`config.mk`:
```
export PLATFORM = sky130hd
export DESIGN_NAME = stream_to_rom_loader_flat
export DESIGN_NICKNAME = d
export VERILOG_FILES = /design/src/rtl/hack_loader_pkg.sv /design/src/rtl/stream_to_rom_loader_if.sv /design/src/rtl/loader_word_assembler.sv /design/src/rtl/stream_to_rom_loader.sv /design/src/flat_wrapper.sv
export SDC_FILE = /design/constraint.sdc
export NUM_CORES = 1
export LEC_CHECK = 0
export CAP_MARGIN = 20
export CELL_PAD_IN_SITES_DETAIL_PLACEMENT = 0
export CELL_PAD_IN_SITES_GLOBAL_PLACEMENT = 2
export CORE_MARGIN = 5
export CORE_UTILIZATION = 31
export CTS_BUF_LIST = sky130_fd_sc_hd__clkbuf_16
export CTS_CLUSTER_SIZE = 8
export DETAILED_ROUTE_END_ITERATION = 8
export PLACE_DENSITY = 0.76
export SETUP_SLACK_MARGIN = 0.5
export SYNTH_ARGS = -nofsm -noshare
export SYNTH_HDL_FRONTEND = slang
export SYNTH_SLANG_ARGS = --single-unit
```
`constraint.sdc`:
```
create_clock -name clk -period 4.41 [get_ports clk]
set_input_delay 1.323 -clock clk [delete_from_list [all_inputs] [get_ports clk]]
set_output_delay 1.323 -clock clk [all_outputs]
set_load 0.02 [all_outputs]
```
`src/rtl/hack_loader_pkg.sv`:
```
// hack_loader_pkg: shared loader state encoding, frame byte placement and word width
package hack_loader_pkg;
  localparam int LOADER_WORD_W = 16;
  localparam int HI_LSB = 8;
  localparam int LO_LSB = 0;
  typedef enum logic [3:0] {
    IDLE, RST, CNT_H, CNT_L, W_H, W_L, LOAD, WAIT_ACK, S_H, S_L, DONE, ERROR
  } state_t;
endpackage

```
`src/rtl/stream_to_rom_loader_if.sv`:
```
// stream_to_rom_loader_if: host byte stream, SoC ROM loader handshake and session status
interface stream_to_rom_loader_if;
  import hack_loader_pkg::*;
  logic run;
  logic byte_valid;
  logic byte_ready;
  logic [7:0] byte_data;
  logic rom_loader_reset;
  logic rom_loader_load;
  logic [LOADER_WORD_W-1:0] rom_loader_data;
  logic rom_loader_load_received;
  logic rom_loader_ack;
  logic busy;
  logic done;
  logic error;
  logic [15:0] words_loaded;
  modport master (
    input run, byte_valid, byte_data, rom_loader_load_received, rom_loader_ack,
    output byte_ready, rom_loader_reset, rom_loader_load, rom_loader_data,
    busy, done, error, words_loaded
  );
  modport slave (
    output run, byte_valid, byte_data, rom_loader_load_received, rom_loader_ack,
    input byte_ready, rom_loader_reset, rom_loader_load, rom_loader_data,
    busy, done, error, words_loaded
  );
endinterface

```
`src/rtl/loader_word_assembler.sv`:
```
// loader_word_assembler: pairs HI/LO bytes into a word; word is valid while the LO byte is presented
module loader_word_assembler
  import hack_loader_pkg::*;
(
  input  logic                     clk,
  input  logic                     reset,
  input  logic                     clr,
  input  logic                     take,
  input  logic [7:0]               byte_data,
  output logic [LOADER_WORD_W-1:0] word,
  output logic                     phase
);
  logic [7:0] hi;
  always_ff @(posedge clk or posedge reset) begin
    if (reset) begin
      hi <= '0;
      phase <= 1'b0;
    end else if (clr) begin
      phase <= 1'b0;
    end else if (take) begin
      if (!phase) hi <= byte_data;
      phase <= !phase;
    end
  end
  assign word = (LOADER_WORD_W'(hi) << HI_LSB) | (LOADER_WORD_W'(byte_data) << LO_LSB);
endmodule

```
`src/rtl/stream_to_rom_loader.sv`:
```
// stream_to_rom_loader: parses a framed byte stream and programs the SoC ROM through its loader handshake
module stream_to_rom_loader
  import hack_loader_pkg::*;
#(
  parameter int DATA_WIDTH     = 16,
  parameter int RESET_CYCLES   = 4,
  parameter int TIMEOUT_CYCLES = 1000000
) (
  input logic                   clk,
  input logic                   reset,
  stream_to_rom_loader_if.master bus
);
  localparam int TW = $clog2(TIMEOUT_CYCLES + 1);
  state_t state, state_n;
  logic [TW-1:0] timer;
  logic [7:0] rst_cnt;
  logic [15:0] count;
  logic [DATA_WIDTH-1:0] sum;
  logic [LOADER_WORD_W-1:0] word;
  logic phase, take, lo_take, idle_st;
  assign take = bus.byte_valid && bus.byte_ready;
  assign lo_take = take && phase;
  assign idle_st = state inside {IDLE, RST, DONE, ERROR};
  loader_word_assembler u_asm (
    .clk(clk), .reset(reset), .clr(idle_st), .take(take),
    .byte_data(bus.byte_data), .word(word), .phase(phase)
  );
  always_comb begin
    state_n = state;
    case (state)
      IDLE:     if (bus.run) state_n = RST;
      RST:      if (rst_cnt == 8'(RESET_CYCLES - 1)) state_n = CNT_H;
      CNT_H:    if (take) state_n = CNT_L;
      CNT_L:    if (lo_take) state_n = word == 16'd0 ? S_H : W_H;
      W_H:      if (take) state_n = W_L;
      W_L:      if (lo_take) state_n = LOAD;
      LOAD:     if (bus.rom_loader_load_received) state_n = WAIT_ACK;
      WAIT_ACK: if (bus.rom_loader_ack) state_n = bus.words_loaded + 16'd1 == count ? S_H : W_H;
      S_H:      if (take) state_n = S_L;
      S_L:      if (lo_take) state_n = word == sum ? DONE : ERROR;
      DONE, ERROR: if (!bus.run) state_n = IDLE;
      default:  state_n = IDLE;
    endcase
    if (!idle_st && state_n == state && !take && timer == TW'(TIMEOUT_CYCLES - 1)) state_n = ERROR;
    // a dropped run overrides everything, including a timeout on the same edge
    if (!idle_st && !bus.run) state_n = IDLE;
  end
  always_ff @(posedge clk or posedge reset) begin
    if (reset) begin
      state <= IDLE;
      timer <= '0;
      rst_cnt <= '0;
      count <= '0;
      sum <= '0;
      bus.byte_ready <= 1'b0;
      bus.rom_loader_reset <= 1'b0;
      bus.rom_loader_load <= 1'b0;
      bus.rom_loader_data <= '0;
      bus.busy <= 1'b0;
      bus.done <= 1'b0;
      bus.error <= 1'b0;
      bus.words_loaded <= '0;
    end else begin
      state <= state_n;
      timer <= (idle_st || take || state_n != state) ? '0 : timer + TW'(1);
      rst_cnt <= state == RST ? rst_cnt + 8'd1 : 8'd0;
      if (state == IDLE && state_n == RST) begin
        bus.words_loaded <= '0;
        sum <= '0;
      end
      if (state == CNT_L && lo_take) count <= word;
      if (state == W_L && lo_take) bus.rom_loader_data <= word;
      if (state == WAIT_ACK && state_n inside {W_H, S_H}) begin
        bus.words_loaded <= bus.words_loaded + 16'd1;
        sum <= sum + bus.rom_loader_data;
      end
      bus.byte_ready <= state_n inside {CNT_H, CNT_L, W_H, W_L, S_H, S_L};
      bus.rom_loader_reset <= state_n == RST;
      bus.rom_loader_load <= state_n == LOAD;
      bus.busy <= !(state_n inside {IDLE, DONE, ERROR});
      bus.done <= state_n == DONE;
      bus.error <= state_n == ERROR;
    end
  end
endmodule

```
`src/flat_wrapper.sv`:
```
// flat-port wrapper written by rule: the top's interface ports become plain ports
module stream_to_rom_loader_flat import hack_loader_pkg::*;
#(
  parameter int DATA_WIDTH     = 16,
  parameter int RESET_CYCLES   = 4,
  parameter int TIMEOUT_CYCLES = 1000000
)
  (clk, reset, bus_run, bus_byte_valid, bus_byte_data, bus_rom_loader_load_received, bus_rom_loader_ack, bus_byte_ready, bus_rom_loader_reset, bus_rom_loader_load, bus_rom_loader_data, bus_busy, bus_done, bus_error, bus_words_loaded);
  stream_to_rom_loader_if bus_i ();
  input logic clk;
  input logic reset;
  input wire logic [$bits(bus_i.run)-1:0] bus_run;
  input wire logic [$bits(bus_i.byte_valid)-1:0] bus_byte_valid;
  input wire logic [$bits(bus_i.byte_data)-1:0] bus_byte_data;
  input wire logic [$bits(bus_i.rom_loader_load_received)-1:0] bus_rom_loader_load_received;
  input wire logic [$bits(bus_i.rom_loader_ack)-1:0] bus_rom_loader_ack;
  output wire logic [$bits(bus_i.byte_ready)-1:0] bus_byte_ready;
  output wire logic [$bits(bus_i.rom_loader_reset)-1:0] bus_rom_loader_reset;
  output wire logic [$bits(bus_i.rom_loader_load)-1:0] bus_rom_loader_load;
  output wire logic [$bits(bus_i.rom_loader_data)-1:0] bus_rom_loader_data;
  output wire logic [$bits(bus_i.busy)-1:0] bus_busy;
  output wire logic [$bits(bus_i.done)-1:0] bus_done;
  output wire logic [$bits(bus_i.error)-1:0] bus_error;
  output wire logic [$bits(bus_i.words_loaded)-1:0] bus_words_loaded;
  assign bus_i.run = bus_run;
  assign bus_i.byte_valid = bus_byte_valid;
  assign bus_i.byte_data = bus_byte_data;
  assign bus_i.rom_loader_load_received = bus_rom_loader_load_received;
  assign bus_i.rom_loader_ack = bus_rom_loader_ack;
  assign bus_byte_ready = bus_i.byte_ready;
  assign bus_rom_loader_reset = bus_i.rom_loader_reset;
  assign bus_rom_loader_load = bus_i.rom_loader_load;
  assign bus_rom_loader_data = bus_i.rom_loader_data;
  assign bus_busy = bus_i.busy;
  assign bus_done = bus_i.done;
  assign bus_error = bus_i.error;
  assign bus_words_loaded = bus_i.words_loaded;
  stream_to_rom_loader #(.DATA_WIDTH(DATA_WIDTH), .RESET_CYCLES(RESET_CYCLES), .TIMEOUT_CYCLES(TIMEOUT_CYCLES)) u_core (.clk(clk), .reset(reset), .bus(bus_i));
endmodule
```
==> run summary <==
## Finish
• 24.48% — layout overhead on the synthesized area
• sky130_fd_sc_hd__dfrtp_1 — most common cell after layout, fill and taps aside
• 0 — antenna cell count
• 0.2011 — fraction of final layout cells with drive strength greater than 1
• 111 x sky130_fd_sc_hd__dfrtp_1, 47 x sky130_fd_sc_hd__xor2_1, 41 x sky130_fd_sc_hd__o21ai_0 — most frequent cells in the layout
• 764 — count of nets after finishing
• 1006 — non-filler cells in the finished layout

## Timing
• 3783 ps — clock period minus final worst setup slack
• 0.8579 — fraction of the cycle the final worst path needs
• 0 — max-slew violation total from the final report
• 0 — Hold Fails Final Rpt
• 0.3867 — max_slew headroom
• 918.0 ps — Slew @ Worst Pin
• 0 — setup-violating endpoint count in the final report
• false — setup repair after global routing missed its margin
• 13.47 ps — worst setup skew after layout
• 264.3 MHz — Max Clk Rate
• 509.6 ps — post-route worst hold slack

## Critical path
• flop — type of element capturing the critical path
• 4 — biggest fanout along the worst timing path
• primary input — startpoint class of the critical path
• u_core.rst_cnt[3]$_DFF_PP0_ — launch instance of the worst register-to-register path
• in -> reg — Worst Setup Path Type
• clkdlybuf4s15_2 -> xor2_1 -> nor4_2 -> nand4_1 -> buf_4 -> a211oi_4 -> a2111o_1 -> a22o_4 -> or4b_4 -> buf_6 -> or3_1 -> o21ai_0 — cell-by-cell listing of the critical path
• 500 ps — delay of the slowest critical-path stage
• bus_byte_data[1] — Critical Path Source
• 4050 ps — Worst EP arrival
• sky130_fd_sc_hd__or4b_4 — crit path max-delay cell type
• 4670 ps — Critical Path RT

## Power
• 341.3 nW/um^2 — ratio of total power to cell area
• 3.605 nW — Pleak
• 0.1761 mV — highest ir drop seen on vdd

## Die
• 52 — ports placed on the boundary
• 0.3177 — initial core utilization
• 23860 um^2 — full die area
• 52 — total number of placement rows
• 154.5 um — height of the die
• 20360 um^2 — placeable core area
• 154.5 um — Chip Width

## Yosys
• 690 — post-synthesis net count
• 111 — Yosys reg bits
• sky130_fd_sc_hd__dfrtp_1 — Top FF cell, synth
• 65 — synth unique cells
• 0 — total number of yosys warnings
• 0.4293 — sequential cell area fraction in the yosys report
• 6470 um^2 — post-synthesis instance area
• 9.848 um^2 — post-synthesis average cell area
• 1.000 — FFs w/ async S/R, synth
• 657 — post-synthesis instance total
• 0 — EDFF count, synth

## Worst hold path
• u_core.timer[0]$_DFF_PP0_ — startpoint of the tightest hold check path
• reg -> reg — HP Class

## Global routing
• 5187 — via count of the first global-routing pass
• 0.1445 — Global Route Usage Sum
• 46 — pin count of the biggest net entering global routing
• 0 — gr ovfl total
• 28150 um — wire length of the first global-routing pass
• 0 — initial antenna violation count

## Route
• 17040 um — drt total wl
• 16.94 um — Avg WL per Cell
• 5.249 — via/cell ratio
• 348 — count of routing violations after the opening detailed-route iteration
• 0 — total DRC errors in the routed layout
• 5280 — vias after detailed routing
• 0 — ANT nets after route
• 4 — number of detailed-route iterations in the first pass

## Clocking
• 9 — number of buffers added by the clock tree synthesis step
• done — TritonCTS clock tree
• 2 — clk buf depth
• sky130_fd_sc_hd__clkbuf_16 — clock root buffer
• 111 — clock tree sinks
• 350 ps — worst-skew pair later-pin latency
• 70 ps — clock-pin slew reported for the worst setup and hold paths after clock tree synthesis
• 0 — cts hold-fix bufs
• 3 — H-Tree Depth

## Run status
• completed — outcome

## Run
• 0 — Max-cap violations

## Place
• 51 — number of buffers added on ports
• 981 — Placed Cells
• 12250 um — HPWL after DPL
• 0.8540 — Routability Congestion

[final timing paths]
check | slack, ps | end | cells after the start
worst min register to register | 510 | u_core.timer[0]$_DFF_PP0_ | 1
min in group asynchronous | 1510 | u_core.sum[10]$_DFFE_PP0P_ | 2
worst max register to register | 820 | u_core.timer[6]$_DFF_PP0_ | 13
worst min-delay path | 510 | u_core.timer[0]$_DFF_PP0_ | 1
max in group asynchronous | 2030 | u_core.timer[7]$_DFF_PP0_ | 3
worst max-delay path | 630 | u_core.sum[15]$_DFFE_PP0P_ | 12
[logic make-up (layout without fill, tap and decap cells)]
kind of cell / count (synthesis) / count (layout) / share of synthesized area
compound gates: 130 / 130 / 0.1317
xor+xnor: 72 / 72 / 0.09959
fa+ha+maj: 19 / 19 / 0.03790
buf+inv: 48 / 127 / 0.03172
flops: 111 / 111 / 0.4293
mux: 42 / 42 / 0.07291
simple gates: 235 / 235 / 0.1969
[cell usage after synthesis, types with 2 or more instances]
cell type / n / area, um^2
sky130_fd_sc_hd__o21bai_1: 2 / 15.01
sky130_fd_sc_hd__inv_1: 17 / 63.81
sky130_fd_sc_hd__or4_1: 7 / 52.55
sky130_fd_sc_hd__nand3_1: 39 / 195.2
sky130_fd_sc_hd__or3_1: 4 / 25.02
sky130_fd_sc_hd__nor2_1: 36 / 135.1
sky130_fd_sc_hd__a211oi_1: 2 / 15.01
sky130_fd_sc_hd__nor3_1: 27 / 135.1
sky130_fd_sc_hd__clkbuf_1: 21 / 78.83
sky130_fd_sc_hd__a2111oi_0: 3 / 26.28
sky130_fd_sc_hd__buf_2: 8 / 40.04
sky130_fd_sc_hd__o31ai_1: 8 / 60.06
sky130_fd_sc_hd__nor4_1: 12 / 75.07
sky130_fd_sc_hd__nand2b_1: 8 / 50.05
sky130_fd_sc_hd__a21oi_1: 24 / 120.1
sky130_fd_sc_hd__or2_2: 2 / 12.51
sky130_fd_sc_hd__o21ai_2: 7 / 61.31
sky130_fd_sc_hd__o41ai_1: 3 / 26.28
sky130_fd_sc_hd__nand3b_1: 3 / 22.52
sky130_fd_sc_hd__a32oi_1: 2 / 17.52
sky130_fd_sc_hd__a31o_2: 4 / 35.03
sky130_fd_sc_hd__and2_1: 5 / 31.28
sky130_fd_sc_hd__and3b_1: 2 / 17.52
sky130_fd_sc_hd__and3_1: 15 / 93.84
sky130_fd_sc_hd__and4_1: 5 / 43.79
sky130_fd_sc_hd__o211ai_1: 3 / 22.52
sky130_fd_sc_hd__xor2_1: 47 / 411.6
sky130_fd_sc_hd__o21ai_0: 43 / 215.2
sky130_fd_sc_hd__mux2_2: 41 / 461.7
sky130_fd_sc_hd__ha_1: 18 / 225.2
sky130_fd_sc_hd__nor2b_1: 8 / 50.05
sky130_fd_sc_hd__dfrtp_1: 111 / 2778
sky130_fd_sc_hd__a31oi_1: 7 / 43.79
sky130_fd_sc_hd__nand4b_1: 4 / 35.03
sky130_fd_sc_hd__xnor2_1: 24 / 210.2
sky130_fd_sc_hd__buf_6: 2 / 22.52
sky130_fd_sc_hd__nor3b_1: 3 / 22.52
sky130_fd_sc_hd__nand4_1: 13 / 81.33
sky130_fd_sc_hd__nand2_1: 35 / 131.4
sky130_fd_sc_hd__a21o_1: 7 / 52.55
[metrics by stage]
stage / instance area (um^2) / setup WS [ps] / util / TNS (ps) / power, W
2_1_floorplan: 6474 / 543.0 / - / 0 / 0.001598
3_3_place_gp: 7500 / -150.0 / 0.3683 / -3972 / 0.001846
3_5_place_dp: 7500 / -139.7 / 0.3683 / -4876 / 0.001853
4_1_cts: 8000 / 512.8 / 0.3928 / 0 / 0.002762
5_1_grt: 8054 / 500.7 / 0.3955 / 0 / 0.002893
6_report: 8054 / 626.7 / 0.3955 / 0 / 0.002749
[critical path: cells and delay by family]
kind | cells | cell delay [ps]
XOR/XNOR | 1 | 150
buffers and inverters | 3 | 550
AND/OR/NAND/NOR | 4 | 1280
AO/OA/AOI/OAI | 4 | 730
[state kept, by name, summed over array words and instances (netlist names)]
signal                       flops
u_core.bus.busy                  1
u_core.bus.byte_ready            1
u_core.count                    16
u_core.u_asm.phase               1
u_core.state                     4
u_core.bus.words_loaded         16
u_core.bus.rom_loader_reset      1
u_core.bus.rom_loader_load       1
u_core.rst_cnt                   8
u_core.u_asm.hi                  8
u_core.bus.done                  1
u_core.timer                    20
u_core.bus.rom_loader_data      16
u_core.sum                      16
u_core.bus.error                 1
[cell type report]
type	count	area [um^2]
Timing Repair Buffer	94	928.4
Clock inverter	7	40.04
Clock buffer	9	225.2
Multi-Input combinational cell	498	3677
Fill cell	2019	12310
Inverter	17	67.56
Tap cell	270	337.8
Sequential cell	111	2778
[repair_timing]
action	4_1_cts	5_1_grt
pin swaps	15	13
setup buffers	5	1
gates cloned	3	0
resized for setup	54	17
endpoints found under the setup margin	54	28
[report_power, final]
group / switching, W / internal (W)
registers: 0.000128 / 0.00108
clock network: 0.000379 / 0.000379
logic: 0.000436 / 0.000343
total: 0.000942 / 0.00181
[per-layer routing]
metal  up-vias  GRT usage  part of all wire  routed length (um)
li1       2556          -                 -                   -
met1      2586     0.2009              0.47                8072
met2       111     0.2286              0.47                7946
met3        27    0.02459             0.040                 679
met4         0    0.04920             0.020                 339
met5         -          0                 0                   0
(Power assumes the default switching activity.)
==> edit: new RTL, same settings <==
`TIMEOUT_CYCLES` is set to 1000000 in 2 places; all go to 2000000.
--- a/src/rtl/stream_to_rom_loader.sv
+++ b/src/rtl/stream_to_rom_loader.sv
@@ -4,7 +4,7 @@
 #(
   parameter int DATA_WIDTH     = 16,
   parameter int RESET_CYCLES   = 4,
-  parameter int TIMEOUT_CYCLES = 1000000
+  parameter int TIMEOUT_CYCLES = 2000000
 ) (
   input logic                   clk,
   input logic                   reset,
--- a/src/flat_wrapper.sv
+++ b/src/flat_wrapper.sv
@@ -3,7 +3,7 @@
 #(
   parameter int DATA_WIDTH     = 16,
   parameter int RESET_CYCLES   = 4,
-  parameter int TIMEOUT_CYCLES = 1000000
+  parameter int TIMEOUT_CYCLES = 2000000
 )
   (clk, reset, bus_run, bus_byte_valid, bus_byte_data, bus_rom_loader_load_received, bus_rom_loader_ack, bus_byte_ready, bus_rom_loader_reset, bus_rom_loader_load, bus_rom_loader_data, bus_busy, bus_done, bus_error, bus_words_loaded);
   stream_to_rom_loader_if bus_i ();
Formal check against the unedited RTL: same outputs for any inputs over 10 cycles, from zero or initial values and one cycle with reset high; that may be too few to reach the edited logic, so the function may still have changed.
==> edit against the unedited design <==
Register-to-register slack improved by 0.20 ns; cell area decreased by 3.3%; first-iteration DRC count decreased by 21%; sequential share of layout area increased by 1.5 points; combinational power decreased by 32%; synthesized cell count increased by 0.46%; sequential cell count increased by 1; area after synthesis increased by 2.1%; critical path depth decreased by 2; routed wire length decreased by 2.4%; setup slack improved by 0.024 ns; power decreased by 10%; via count decreased by 2.6%; critical path type unchanged; largest power group unchanged.
==> edit: results (changes against the unedited design) <==
* Synth top area share at 0.424 (-0.00524)
* Vias in the first global route at 5224 (+0.71%)
* Post-Synth Adder-Cell Area at 0.0371 (-0.000797)
* Outcome: finished clean
* Via count at 5141 (-2.6%)
* Ratio of cells with drive above 1 in the final layout at 0.131 (-0.0705)
* Top post-synthesis cells by area: dfrtp_1, mux2_2, xnor2_1, xor2_1, nand3_1
* Xor/xnor share of the synthesized area at 0.109 (+0.00927)
* Mean area per synthesized cell at 10.0 sq um (+1.7%)
* CP Launch Point: bus_rom_loader_ack
* Setup Buffers After CTS at 0 (-5)
* Slew headroom at 0.580 (+0.193)
* Distinct cells, synth at 64 (-1.5%)
* Setup Skew at 0.0122 ns (-0.00130 ns)
* Worst-path fanout max at 6 (+2)
* Peak supply drop at 0.193 mV (+9.7%)
* DR iter-0 viols at 276 (-21%)
* Synth Area in Compound Gates at 0.117 (-0.0149)
* Final setup margin at 0.651 ns (+0.0242 ns)
* DRT Wirelength at 16600 um (-2.4%)
* Post-synthesis sequential area ratio at 0.424 (-0.00524)
* Mux cell area share after synthesis at 0.0714 (-0.00153)
* Post-placement setup slack at 0.138 ns (+0.277 ns)
* First-pass GRT wire length at 27400 um (-2.7%)
* Deepest level of the CTS H-tree at 3 (unchanged)
* R2r startpoint: u_core.bus.words_loaded[0]
* Row count at 53 (+1.9%)
* RePlAce Congestion at 0.857 (+0.35%)
* Leak at 3.39 nW (-6.0%)
* CTS resizes at 0 (-100%)
* Detailed Routing Iterations Pass 1 at 5 (+1)
* Post-Place Cell Area at 7480 sq um (-0.28%)
* Fillers at 2054 (+1.7%)
* Final Non-Filler Cells at 987 (-1.9%)
* Worst R2R Setup Slack at 1.02 ns (+0.20 ns)
* Cells after DPL at 971 (-1.0%)
* Critical path's slowest cell: clkdlybuf4s50_1
* Commonest cells in the netlist: dfrtp_1, nor2_1, nand3_1, xnor2_1, mux2_2
* Worst EP arrival at 4.00 ns (-0.05 ns)
* Tot GR Track Use at 0.139 (-0.00521)
* Largest net degree at the start of global routing at 65 (+41%)
==> edit: cell count changes in the layout (fill, tap and decap cells not counted), sizes merged, moves of 6 or more <==
cell	delta
buf	-23
xnor2	+22
o21ai	-18
xor2	-16
nor2	+14
clkdlybuf4s50	+11
nand2	-11
nor3	-11
a211o	+10
nand3	+7
nor4	+7
nand4	+6
or4	-6
==> edit: path summary, 6_finish.rpt <==
path | endpoint | depth (start not counted)
worst max-delay path | u_core.bus.words_loaded[13] | 10
max in group asynchronous | u_core.rst_cnt[1] | 3
worst max register to register | u_core.bus.words_loaded[13] | 10
worst min-delay path | u_core.timer[0] | 1
worst min register to register | u_core.timer[0] | 1
min in group asynchronous | u_core.bus.words_loaded[6] | 2
==> edit: report_power, final <==
| part | internal (mW) | leakage [nW] | switching [mW] |
|---|---|---|---|
| sequential | 1.08 | 1.55 | 0.105 |
| clock | 0.380 | 0.137 | 0.378 |
| combinational | 0.211 | 1.70 | 0.316 |
| total | 1.67 | 3.39 | 0.799 |
==> edit: logic make-up (layout without fill, tap and decap cells) <==
kind of cell,count (synthesis),after routing
flops,112,112
compound gates,112,112
fa+ha+maj,19,19
xor+xnor,79,79
buf+inv,53,105
mux,42,42
simple gates,243,243
==> edit: per-layer routing <==
| layer | global-route usage | wire length, um | part of all wire |
|---|---|---|---|
| met5 | 0 | 0 | 0 |
| met2 | 0.232 | 8180 | 0.49 |
| met1 | 0.187 | 7660 | 0.46 |
| met4 | 0.0308 | 153 | 0.0092 |
| met3 | 0.0297 | 634 | 0.038 |
==> edit: layout make-up <==
cell class	count	area [sq um]	area share
sequential	112	2800	0.360
clock inverter	7	40.0	0.00514
tap	275	344	0.0442
clock buffer	9	225	0.0289
inverter	17	67.6	0.00868
timing repair buffer	72	712	0.0914
multi-input combinational	495	3600	0.462
